File: src/rtl/binary_counter.sv
// Free-running up-counter, wraps modulo 2^WIDTH, with asynchronous active-high reset
// and a combinational all-ones terminal-count flag for cascading or rollover detection.
module binary_counter #(
   parameter int WIDTH       = 4,
   parameter int RESET_VALUE = 0
) (
   input  logic             clk,
   input  logic             rst,
   output logic [WIDTH-1:0] count,
   output logic             terminal
);

   localparam logic [WIDTH-1:0] RST_VAL  = WIDTH'(RESET_VALUE);
   localparam logic [WIDTH-1:0] ONE      = WIDTH'(1);
   localparam logic [WIDTH-1:0] ALL_ONES = '1;

   logic [WIDTH-1:0] count_q;
   logic [WIDTH-1:0] count_d;

   // Truncating add gives the all-ones -> zero wrap with no carry kept.
   always_comb begin
      count_d = count_q + ONE;
   end

   always_ff @(posedge clk or posedge rst) begin
      if (rst) begin
         count_q <= RST_VAL;
      end else begin
         count_q <= count_d;
      end
   end

   assign count    = count_q;
   assign terminal = (count_q == ALL_ONES);

endmodule

File: config.mk
export PLATFORM = sky130hd
export DESIGN_NAME = binary_counter
export DESIGN_NICKNAME = d
export VERILOG_FILES = /design/src/rtl/binary_counter.sv
export SDC_FILE = /design/constraint.sdc
export NUM_CORES = 1
export LEC_CHECK = 0
export CAP_MARGIN = 15
export CORE_AREA = 10 10 47 49
export DETAILED_ROUTE_END_ITERATION = 16
export DIE_AREA = 0 0 57 59
export SLEW_MARGIN = 15
export SYNTH_ARGS = -nofsm -noshare
export SYNTH_HDL_FRONTEND = slang
export SYNTH_SLANG_ARGS = --single-unit
File: constraint.sdc
create_clock -name clk -period 0.8 [get_ports clk]
set_input_delay 0.12 -clock clk [delete_from_list [all_inputs] [get_ports clk]]
set_output_delay 0.12 -clock clk [all_outputs]
set_load 0.05 [all_outputs]
### After elaboration in Yosys (flattened, before gate mapping)

Cells that the tools add are included.

* flip-flop bits (word level): 4
* latch bits: 0
* memory bits (writable): 0
* memory bits (read-only): 0
* bits of input ports: 2
* output and inout bits: 5
* logic and storage cells: 3
* memories kept: 0

* $add $sub $neg: 1
* multipliers: 0
* divide/modulo/power cells: 0
* $lt $le $gt $ge: 0
* equal/unequal tests: 1
* shifts and indexed selects: 0
* muxes and demuxes: 0
* bitwise gates (word level): 0
* reduce and logical (&&, ||, !) cells: 0

Operators with widths (count)
* adder 4 x 1 -> 4 bit, second input constant: 1
* equality test 4 bit, second input constant: 1

### Logic depth before layout (Yosys ltp)

* word-level depth: 1
* gate-level depth with buffers: 2
* gate-level depth less buffers: 2

### Worst setup path after synthesis

Ideal clock, no wire load.

* path type: register to output
* start point: reg count_q[0] (netlist: count[0])
* end point: out terminal
* arrival: 1237 ps
* required time: 680 ps
* slack: -557 ps
* cell stages (with the launch flop): 3
* buffers on the path: 0
* cell sequence: dfrtp_1 ha_1 and3_2

* cells in the longest elaborated chain, start to end: 1

Ends and longest elaborated chain
* from (decl): line 17 `logic [WIDTH-1:0] count_q;`
* from (signal assigned): line 29 `count_q <= count_d;`
* equality test 4 bit: line 34 `assign terminal = (count_q == ALL_ONES);`
* to (decl): line 10 `output logic terminal`

Every way passes these cells.

### Worst setup path in the final report

Ends and elaborated chain as after synthesis.

==> out/qor.yml <==
grt_overflow: 0
drive_gt1_share_pct: 90.3
cp_max_fo: 2
intPower_uw: 376
drc: 0
antenna_found_initial: 0
status: "finished, violations left"
relSlewSlack_pct: 88.9
worst_slack_ps: -454
syn_nets: 14
period_share_pct: 157
hold_slack_ps: 72.0
criticalPathCategory: "flop to primary output"
synth-simple-area-share_pct: 8.33
drtIter0Drc: 0
layout_commonest_cell: "buf_6"
die_h_um: 59
p_leak_uw: 0.000218
max_freq_mhz: 798
grt_pass1_vias: 196
p_sw_uw: 93.1
violations: "setup timing"
vias: 163
ys_seq_area_share_pct: 66.7
synth_mux_area_share_pct: 0
fin_worst_skew_ps: 3.05
grt_max_degree: 5
synth_compound_area_share_pct: 0
drv_slew: 0
cts_hold_buf: 0
yosysUniqueCellTypes: 7
combPwrFrac_pct: 2.0
die-area_um2: 3360
grt_use_total_pct: 3.55
coreArea_um2: 1400
wl_per_cell_um: 10.8
seqCellArea_um2: 105
io_pins: 7
final_cells: 47
syn_inst: 11
syn_to_final_growth_pct: 202
syn_area_um2: 150
hold_viol: 0
final.min_clock_period_ps: 1250
drt_pass1_iterations: 1
clk_path_buf_depth: 2
netSwitchingFraction_pct: 19.9
vias_per_cell: 3.47
clkLatencyLatePin_ps: 240
die_x_um: 57
final_cell_mix: "buf_6, buf_12, dfrtp_2, buf_4, clkbuf_4"
clk_pin_slew_ps: 40
vdd_drop_max_v: 0.000399
ys_warn_count: 0
cts_made_buffers: 3
cts_tree: "built"
cts_max_level: 1
tightest_slew_ps: 167
routabilityCongestion: 0.666
cts_sinks: 4
multiInputGateArea_um2: 78.8
port_buffers: 6
final_net_count: 36
synth.avg_cell_area_um2: 13.6
p_per_area_nw_per_um2: 1040
grt_pass1_wl_um: 821
min-delay-path-class: "input pin to async pin"
rsz0062_at_grt: "true"
startpoint_type: "flop"
finalSetupViolCount: 8
largest_reg_flops: 4
synth-xor-area-share_pct: 11.7
drtAntennaViolNets: 0
cp.required_ps: 680
p_seq_share_pct: 43.3
clkPwrFrac_pct: 54.7
routed_wl_um: 509
root_buffer: "clkbuf_4"
rows: 14
start_util_pct: 10.7
cap_violations: 0
ys_ff_latch: 4
critPathCaptureType: "primary output"
synthAdderAreaFrac_pct: 8.33
worstPathArrival_ps: 1130
diodes: 0
fillers: 154
dp.cells: 39
synth_top_family_by_area: "XOR/XNOR gates"
-- final cells by class --
cell class	count	share of cell area (%)
inverters	2	1.66
clock buffers	3	4.97
repair buffers	17	48.3
flip-flops and latches	4	23.2
multi-input cells	5	17.4
well taps	16	4.42
-- routing by layer --
layer / GRT usage (%) / share of wire (%)
met5: 0 / 0
met4: 5.03 / 5.7
met3: 2.36 / 10
met2: 5.58 / 48
met1: 2.38 / 36
-- path summary, 6_finish.rpt --
check / slack (ps) / cells past startpoint / start / endpoint
max: -450 / 3 / count[0] / terminal
min: 70 / 2 / rst / count[3]
max reg2reg: -200 / 5 / count[0] / count[3]
min reg2reg: 520 / 1 / count[1] / count[1]
max in group asynchronous: 550 / 2 / rst / count[2]
min in group clk: 520 / 1 / count[1] / count[1]
-- cells in the mapped netlist --
master	n	share of area [%]
and3_2	1	5.0
xor2_1	1	5.8
dfrtp_1	4	67
xnor2_1	1	5.8
nand3_1	1	3.3
inv_1	2	5.0
ha_1	1	8.3
-- power groups by stage --
stage | registers (µW) | clock network (µW) | logic, µW
after floorplan | 206 | 0 | 3.36
after global placement | 206 | 0 | 8.90
after detailed placement | 206 | 0 | 9.26
after CTS | 203 | 269 | 9.42
after global routing | 203 | 276 | 10.4
final | 203 | 257 | 9.17
-- repair_timing --
action | 4_1_cts | 5_1_grt
pin swaps | 2 | 1
setup endpoints to repair | 7 | 8
hold endpoints to repair | 0 | 0
setup buffers | 2 | 5
resized for setup | 4 | 9
-- critical path, stage by stage, from the launching register on --
cell     delay [ps]
dfrtp_2         420
ha_4            160
and3_4          170
buf_12          140
-- cells by family after synthesis --
family,after synthesis
and+or+nand+nor,2
adders and majority gates,1
xor gates and xnor gates,2
buffers and inverters,2
DFF,4
-- through the flow --
stage	setup TNS [ps]	total power (µW)	instance area, µm²	utilization (%)	setup WS (ps)
floorplan	-732	209	171	-	-307
global placement	-407	215	347	24.7	-188
detailed placement	-450	215	347	24.7	-198
CTS	-1990	481	400	28.6	-453
global route	-2230	490	453	32.3	-470
finish	-2070	469	453	32.3	-454
No activity file was read; power rests on OpenSTA's default activity.
